[src/rtl/ted_bus_dma_if.sv]
// ted_bus_dma_if: bus and handshake signals between the video-fetch DMA
// engine, the video timing logic and the CPU shell.
//   enable            phi cycle boundary strobe (one clk wide)
//   dma_req/base/len  burst request from the video timing logic
//   cpu_rw            CPU read/write line (1 = read/idle, 0 = write)
//   data_in           shared read data bus
//   rdy, aec          CPU halt and bus-release controls
//   dma_addr          DMA address, 16'hffff when not mastering
//   dma_data          last fetched byte, qualified by dma_strobe
//   dma_done, busy    burst completion pulse and activity flag
// modport master: the DMA engine.  modport slave: its environment.
interface ted_bus_dma_if #(
    parameter int LEN_W = 6
);
    logic             enable;
    logic             dma_req;
    logic [15:0]      dma_base;
    logic [LEN_W-1:0] dma_len;
    logic             cpu_rw;
    logic [7:0]       data_in;
    logic             rdy;
    logic             aec;
    logic [15:0]      dma_addr;
    logic [7:0]       dma_data;
    logic             dma_strobe;
    logic             dma_done;
    logic             busy;

    modport master (
        input  enable, dma_req, dma_base, dma_len, cpu_rw, data_in,
        output rdy, aec, dma_addr, dma_data, dma_strobe, dma_done, busy
    );

    modport slave (
        output enable, dma_req, dma_base, dma_len, cpu_rw, data_in,
        input  rdy, aec, dma_addr, dma_data, dma_strobe, dma_done, busy
    );
endinterface

[src/rtl/ted_bus_dma.sv]
// ted_bus_dma: bus-master side of the CPU halt / bus-release handshake.
// Halts the CPU with an early RDY warning (HALT_CYCLES enabled bus cycles,
// extended while the CPU is still writing), releases it via AEC, performs
// dma_len sequential reads from dma_base, then returns the bus.
// Ports:
//   clk    system clock
//   reset  synchronous, active-high reset
//   bus    ted_bus_dma_if.master (request, CPU handshake and bus signals)
// All outputs are registered; state advances only on bus.enable.
module ted_bus_dma #(
    parameter int HALT_CYCLES = 3,
    parameter int LEN_W       = 6
) (
    input  logic                 clk,
    input  logic                 reset,
    ted_bus_dma_if.master        bus
);
    localparam int CNT_W = (HALT_CYCLES > 1) ? $clog2(HALT_CYCLES) : 1;

    typedef enum logic [1:0] {
        IDLE,
        HALT,
        FETCH
    } state_t;

    state_t           state_q, state_d;
    logic [15:0]      base_q, base_d;
    logic [LEN_W-1:0] len_q, len_d;
    logic [LEN_W-1:0] idx_q, idx_d;
    logic [CNT_W-1:0] cnt_q, cnt_d;
    logic             rdy_q, rdy_d;
    logic             aec_q, aec_d;
    logic [15:0]      addr_q, addr_d;
    logic [7:0]       data_q, data_d;
    logic             strobe_q, strobe_d;
    logic             done_q, done_d;
    logic             busy_q, busy_d;
    logic [LEN_W-1:0] idx_next;

    assign idx_next = idx_q + LEN_W'(1);

    always_comb begin
        state_d  = state_q;
        base_d   = base_q;
        len_d    = len_q;
        idx_d    = idx_q;
        cnt_d    = cnt_q;
        rdy_d    = rdy_q;
        aec_d    = aec_q;
        addr_d   = addr_q;
        data_d   = data_q;
        strobe_d = 1'b0;
        done_d   = 1'b0;
        busy_d   = busy_q;

        case (state_q)
            IDLE: begin
                // A zero-length request never halts the CPU.
                if (bus.enable && bus.dma_req && (bus.dma_len != '0)) begin
                    base_d  = bus.dma_base;
                    len_d   = bus.dma_len;
                    idx_d   = '0;
                    cnt_d   = CNT_W'(HALT_CYCLES - 1);
                    state_d = HALT;
                    busy_d  = 1'b1;
                    rdy_d   = 1'b0;
                end
            end
            HALT: begin
                if (bus.enable) begin
                    if (cnt_q != '0) begin
                        cnt_d = cnt_q - CNT_W'(1);
                    end else if (bus.cpu_rw) begin
                        // CPU is reading (and therefore stopped by RDY): take the bus.
                        state_d = FETCH;
                        aec_d   = 1'b0;
                        addr_d  = base_q;
                    end
                    // Otherwise a CPU write is still in flight; wait it out.
                end
            end
            FETCH: begin
                if (bus.enable) begin
                    data_d   = bus.data_in;
                    strobe_d = 1'b1;
                    idx_d    = idx_next;
                    if (idx_next == len_q) begin
                        state_d = IDLE;
                        rdy_d   = 1'b1;
                        aec_d   = 1'b1;
                        addr_d  = 16'hffff;
                        busy_d  = 1'b0;
                        done_d  = 1'b1;
                    end else begin
                        // 16-bit add gives the ffff -> 0000 wrap for free.
                        addr_d = base_q + 16'(idx_next);
                    end
                end
            end
            default: begin
                state_d = IDLE;
            end
        endcase
    end

    always_ff @(posedge clk) begin
        if (reset) begin
            state_q  <= IDLE;
            base_q   <= '0;
            len_q    <= '0;
            idx_q    <= '0;
            cnt_q    <= '0;
            rdy_q    <= 1'b1;
            aec_q    <= 1'b1;
            addr_q   <= 16'hffff;
            data_q   <= 8'h00;
            strobe_q <= 1'b0;
            done_q   <= 1'b0;
            busy_q   <= 1'b0;
        end else begin
            state_q  <= state_d;
            base_q   <= base_d;
            len_q    <= len_d;
            idx_q    <= idx_d;
            cnt_q    <= cnt_d;
            rdy_q    <= rdy_d;
            aec_q    <= aec_d;
            addr_q   <= addr_d;
            data_q   <= data_d;
            strobe_q <= strobe_d;
            done_q   <= done_d;
            busy_q   <= busy_d;
        end
    end

    assign bus.rdy        = rdy_q;
    assign bus.aec        = aec_q;
    assign bus.dma_addr   = addr_q;
    assign bus.dma_data   = data_q;
    assign bus.dma_strobe = strobe_q;
    assign bus.dma_done   = done_q;
    assign bus.busy       = busy_q;
endmodule

[src/flat_wrapper.sv]
// flat-port wrapper written by rule: the top's interface ports become plain ports
module ted_bus_dma_flat 
#(
    parameter int HALT_CYCLES = 3,
    parameter int LEN_W       = 6
)
  (clk, reset, bus_enable, bus_dma_req, bus_dma_base, bus_dma_len, bus_cpu_rw, bus_data_in, bus_rdy, bus_aec, bus_dma_addr, bus_dma_data, bus_dma_strobe, bus_dma_done, bus_busy);
  ted_bus_dma_if #(.LEN_W(LEN_W)) bus_i ();
  input  logic clk;
  input  logic reset;
  input wire logic [$bits(bus_i.enable)-1:0] bus_enable;
  input wire logic [$bits(bus_i.dma_req)-1:0] bus_dma_req;
  input wire logic [$bits(bus_i.dma_base)-1:0] bus_dma_base;
  input wire logic [$bits(bus_i.dma_len)-1:0] bus_dma_len;
  input wire logic [$bits(bus_i.cpu_rw)-1:0] bus_cpu_rw;
  input wire logic [$bits(bus_i.data_in)-1:0] bus_data_in;
  output wire logic [$bits(bus_i.rdy)-1:0] bus_rdy;
  output wire logic [$bits(bus_i.aec)-1:0] bus_aec;
  output wire logic [$bits(bus_i.dma_addr)-1:0] bus_dma_addr;
  output wire logic [$bits(bus_i.dma_data)-1:0] bus_dma_data;
  output wire logic [$bits(bus_i.dma_strobe)-1:0] bus_dma_strobe;
  output wire logic [$bits(bus_i.dma_done)-1:0] bus_dma_done;
  output wire logic [$bits(bus_i.busy)-1:0] bus_busy;
  assign bus_i.enable = bus_enable;
  assign bus_i.dma_req = bus_dma_req;
  assign bus_i.dma_base = bus_dma_base;
  assign bus_i.dma_len = bus_dma_len;
  assign bus_i.cpu_rw = bus_cpu_rw;
  assign bus_i.data_in = bus_data_in;
  assign bus_rdy = bus_i.rdy;
  assign bus_aec = bus_i.aec;
  assign bus_dma_addr = bus_i.dma_addr;
  assign bus_dma_data = bus_i.dma_data;
  assign bus_dma_strobe = bus_i.dma_strobe;
  assign bus_dma_done = bus_i.dma_done;
  assign bus_busy = bus_i.busy;
  ted_bus_dma #(.HALT_CYCLES(HALT_CYCLES), .LEN_W(LEN_W)) u_core (.clk(clk), .reset(reset), .bus(bus_i));
endmodule
[config.mk]
export PLATFORM = sky130hd
export DESIGN_NAME = ted_bus_dma_flat
export DESIGN_NICKNAME = d
export VERILOG_FILES = /design/src/rtl/ted_bus_dma_if.sv /design/src/rtl/ted_bus_dma.sv /design/src/flat_wrapper.sv
export SDC_FILE = /design/constraint.sdc
export NUM_CORES = 1
export LEC_CHECK = 0
export CORE_MARGIN = 2
export CORE_UTILIZATION = 35
export DETAILED_ROUTE_END_ITERATION = 8
export PLACE_DENSITY = 0.56
export SLEW_MARGIN = 20
export SYNTH_ARGS = -nofsm -noshare
export SYNTH_HDL_FRONTEND = slang
export SYNTH_SLANG_ARGS = --single-unit
[constraint.sdc]
create_clock -name clk -period 2.5 [get_ports clk]
set_input_delay 0.5 -clock clk [delete_from_list [all_inputs] [get_ports clk]]
set_output_delay 0.5 -clock clk [all_outputs]
set_load 0.05 [all_outputs]
# Word-level counts from Yosys, hierarchy flattened
# Cells that the tools add are included.
# word_totals
elab_cells	79
ff_bits	61
ramBits	0
memories	0
romBits	0
out_inout_bits	29
inputBits	35
latchBits	0
# op_classes
n_lt_le_gt_ge	0
muxes	34
reduce_logical	18
mul	0
n_eq_ne	10
n_div	0
bitwise	2
n_shift	0
add_sub_neg	3
# ops
operator	n
16-bit two-way mux	5
16-bit case mux with 2 select lines	1
2-bit two-way mux	9
16-bit by 6-bit adder with 16-bit output	1
6-bit two-way mux	2
6-bit case mux with 2 select lines	1
6-bit AND reduction	2
1-bit two-way mux	11
2-bit inequality test (second input constant)	4
4-bit AND reduction	2
2-bit nonzero test	4
6-bit by 1-bit adder with 6-bit output (second input constant)	1
6-bit equality test	1
2-bit by 1-bit inequality test with 1-bit output (second input constant)	3
1-bit case mux with 2 select lines	3
2-bit case mux with 3 select lines	1
6-bit nonzero test	1
5-bit AND reduction	1
2-bit case mux with 2 select lines	1
2-bit AND reduction	2
3-bit AND reduction	1
3-bit OR reduction	1
2-bit by 1-bit equality test with 1-bit output (second input constant)	1
2-bit equality test (second input constant)	1
5 further kinds	7

# Logic depth before layout (Yosys ltp)
# logic_depth
ltp_word	5
depth_mapped	10
mapped_depth_nobuf	10

# Worst setup path before layout
# No wires, ideal clock.
# synth_timing
path_kind	reg-to-reg
from	reg u_core.idx_q[0]
to	reg u_core.addr_q[8] (netlist: u_core.bus.dma_addr[8])
path_stages_with_launch	10
setup_slack_ns	0.243
t_arrival_ns	2.193
path_buffers	0
setup_ns	0.064
synth_period_minus_slack_ns	2.257
required_time_ns	2.436
path_cell_list	dfxtp_1 ha_1 nand3_1 xnor2_1 ha_1 o211ai_1 a21oi_1 o21ai_1 or4_1 nand4_1
# synth_between
elab_chain_len	5
word_cells_on_any_way	6
classes_between	add/sub: 2; eq/ne: 1; mux: 3
# synth_lines
element	line_no	source
from (decl)	ted_bus_dma.sv:29	logic [LEN_W-1:0] idx_q, idx_d;
from (signal assigned)	ted_bus_dma.sv:124	idx_q <= idx_d;
6-bit by 1-bit adder with 6-bit output (*)	ted_bus_dma.sv:40	assign idx_next = idx_q + LEN_W'(1);
16-bit by 6-bit adder with 16-bit output or 6-bit equality test (tied branches)	ted_bus_dma.sv:96, ted_bus_dma.sv:87	
16-bit two-way mux (*)	ted_bus_dma.sv:87	if (idx_next == len_q) begin
16-bit two-way mux (*)	ted_bus_dma.sv:83	if (bus.enable) begin
16-bit case mux with 2 select lines (*)	ted_bus_dma.sv:56	case (state_q)
to (signal assigned)	ted_bus_dma.sv:128	addr_q <= addr_d;
to (decl)	ted_bus_dma.sv:33	logic [15:0] addr_q, addr_d;
# Every way passes the cells marked *; elsewhere a longest branch is shown, timed or not. The select of a mux whose other input is x is not followed.
# A chain may end at the register's enable or synchronous reset.

# Worst setup path in the final report
# layout_timing
from	reg u_core.idx_q[0]
to	reg u_core.addr_q[13] (netlist: u_core.bus.dma_addr[13])
# Same word-level chain as after synthesis.

==> metrics.cfg <==
[clocking]
path_clk_slew_ns=0.07
cts_buffers=9
cts_root_buffer=clkbuf_8
clockBufferDepth=2
insertion_delay_ns=0.34
hold_buffers=0
cts.sink_count=61
cts_tree=done
htreeDepth=3

[final_layout]
nFillCells=824
stdcell_count=532
syn2layout_area_growth_pct=36.9
nets=467
drive_gt1_share_pct=10.5
n_antenna_cell=0

[critical_path]
r2r_start=u_core.idx_q[0]
startpoint_type=register
rr_worst_depth=11
rrSetupSlack_ns=0.15
reg2reg_to=u_core.bus.dma_addr[13]
crit_fanout=5
worstSetupPathType=reg2reg
crit_path_end_kind=register
critPathRequiredTime_ns=2.72
cp-startpoint=u_core.idx_q[0]
critPathCapture=u_core.bus.dma_addr[13]
arrival_ns=2.57

[die]
fp.dieH_um=96.0
die_w_um=96.0
fp.dieArea_um2=9210
io_pins=64
coreArea_um2=8220
initial_core_util_pct=36.0
rows=33

[yosys]
avgSynthCellArea_um2=8.48
syn_area_um2=2960
yosysSeqAreaShare_pct=41.3
ys_top_cells_by_count=dfxtp_1, nand2_1, nor2_1
synth_edf_count=0
async_flop_share_pct=0
synthCells=349
yosysMostFrequentCell=dfxtp_1
synth_top_area_cell=dfxtp_1
yosysWarnings=0
synth_top_area_share_pct=41.3
synth.area.top_cells=dfxtp_1, a21oi_1, nand2_1
ys_types=49
synth_seq_cells=61
ys.flop_type=dfxtp_1
synth_fp_nets=394

[pwr]
p_seq_share_pct=44.3
switching_share_pct=24.7
ir_worst_vdd_mv=0.304
p_sw_uw=581
p_int_mw=1.77
power_density_nw_per_um2=579
power_frac_clock_pct=42.4
pwr-share-comb_pct=13.3
p_leak_nw=1.52

[sta]
setup-violations-final=0
drv_slew=0
hold_violations=0
period_share_pct=94.1
fmax_mhz=425
tightest_slew_ns=0.533
relSlewSlack_pct=64.4
rsz0062_at_grt=no
fin_skew_ns=0.00860
finalCriticalPeriod_ns=2.35
tns_ns=0

[placement]
gp_congestion=0.825
place_inst=515
dp.final_hpwl_um=5310
portBuffers=63

[run_status]
outcome=complete, no violations

[global_routing]
grt_max_degree=34
grt_use_met1_pct=23.3
grt_pass1_wl_um=11600
grt_pass1_vias=2408
grt.total_usage_pct=16.5
gr-usage-met2_pct=24.2
grt-ovfl-total=0
top_usage_layer=met2
antenna_found_initial=0
grtUsageMet3_pct=4.23

[route]
num_vias=2593
first_pass_iters=4
routed_wl_um=7200
viasPerCell=4.87
drtIter0Drc=74
wl_per_cell_um=13.5
antenna_left=0
drc=0

[job]
drv_cap=0

[worst_hold_path]
hold_class=reg2reg

## cell usage in the layout, fill, tap and decap left out, drive strengths merged, types with 4 or more instances in the layout
| cell | n |
|---|---|
| dfxtp | 61 |
| o211ai | 4 |
| a211oi | 4 |
| buf | 19 |
| xnor2 | 12 |
| clkdlybuf4s50 | 62 |
| ha | 9 |
| nand4 | 4 |
| nor3 | 12 |
| nand3 | 9 |
| clkbuf | 12 |
| a21oi | 38 |
| inv | 8 |
| xor2 | 8 |
| o21ai | 23 |
| mux2i | 14 |
| and3 | 4 |
| nand2 | 45 |
| nor2 | 38 |
## cell families after synthesis
group / Yosys count / share of synthesized area, %
and+or+nand+nor: 130 / 20.5
AOI/OAI and AO/OA: 85 / 18.0
DFF: 61 / 41.3
buffers and inverters: 27 / 3.97
xor gates and xnor gates: 21 / 6.68
muxes: 15 / 5.11
adders and majority gates: 10 / 4.48
## worst min path at each step
stage,startpoint,endpoint,slack [ns],cells after the start
after detailed placement,u_core.bus.dma_data[5],u_core.bus.dma_data[5],0.45,2
after floorplan,u_core.cnt_q[1],u_core.cnt_q[1],0.44,2
after CTS,u_core.bus.dma_data[5],u_core.bus.dma_data[5],0.46,2
after global routing,u_core.bus.dma_data[6],u_core.bus.dma_data[6],0.47,2
after global placement,u_core.bus.dma_data[5],u_core.bus.dma_data[5],0.44,2
final,u_core.bus.dma_data[5],u_core.bus.dma_data[5],0.45,2
## routing by layer
| layer | vias to the layer above | share of wire [%] |
|---|---|---|
| met4 | 0 | 1.5 |
| li1 | 1358 | - |
| met1 | 1188 | 52 |
| met2 | 37 | 43 |
| met3 | 10 | 3.4 |
| met5 | - | 0 |
## power by group through the flow
| stage | registers (mW) | logic [mW] | clock network [mW] |
|---|---|---|---|
| after floorplan | 1.10 | 0.138 | 0 |
| after global placement | 1.06 | 0.312 | 0 |
| after detailed placement | 1.06 | 0.314 | 0 |
| after CTS | 1.04 | 0.315 | 1.03 |
| after global routing | 1.04 | 0.340 | 1.06 |
| final | 1.04 | 0.312 | 0.996 |
## flip-flops by register name (all words and copies together), names as in the netlist
| signal | count |
|---|---|
| u_core.bus.aec | 1 |
| u_core.cnt_q | 2 |
| u_core.bus.dma_addr | 16 |
| u_core.bus.dma_data | 8 |
| u_core.bus.busy | 1 |
| u_core.state_q | 2 |
| u_core.bus.rdy | 1 |
| u_core.len_q | 6 |
| u_core.base_q | 16 |
| u_core.bus.dma_strobe | 1 |
| u_core.bus.dma_done | 1 |
| u_core.idx_q | 6 |
## what timing repair did
action                                  4_1_cts  5_1_grt
gates resized for setup                       0        6
endpoints found under the setup margin        0        9
setup buffers                                 0        1
## worst max-delay path: stages, from the launching register on
cell and delay (ns):
dfxtp_2 0.38, and3_4 0.23, nand3_1 0.11, xnor2_1 0.18, ha_1 0.34, nor2_1 0.06, nor2_1 0.18, o2111ai_4 0.18
buf_12 0.18, o21a_1 0.18, nor3_1 0.12, o21ai_0 0.09
## area by class of cell
type	instances	area, um^2	share of cell area (%)
tap	105	131	3.24
sequential	61	1220	30.2
multi-input combinational	261	1650	40.6
timing repair buffer	81	798	19.7
inverter	8	30.0	0.741
clock buffer	12	155	3.83
clock inverter	4	70.1	1.73
## through the flow
step / setup WS, ns / utilization, % / power [mW] / cell area [um^2] / hold WS (ns)
3_3_place_gp: 0.147 / 46.0 / 1.37 / 3780 / 0.444
2_1_floorplan: 0.243 / - / 1.24 / 2960 / 0.440
5_1_grt: 0.0193 / 49.3 / 2.44 / 4050 / 0.472
6_report: 0.147 / 49.3 / 2.35 / 4050 / 0.452
3_5_place_dp: 0.0945 / 46.0 / 1.37 / 3780 / 0.447
4_1_cts: 0.0877 / 48.8 / 2.38 / 4010 / 0.457
(Power assumes the default switching activity.)
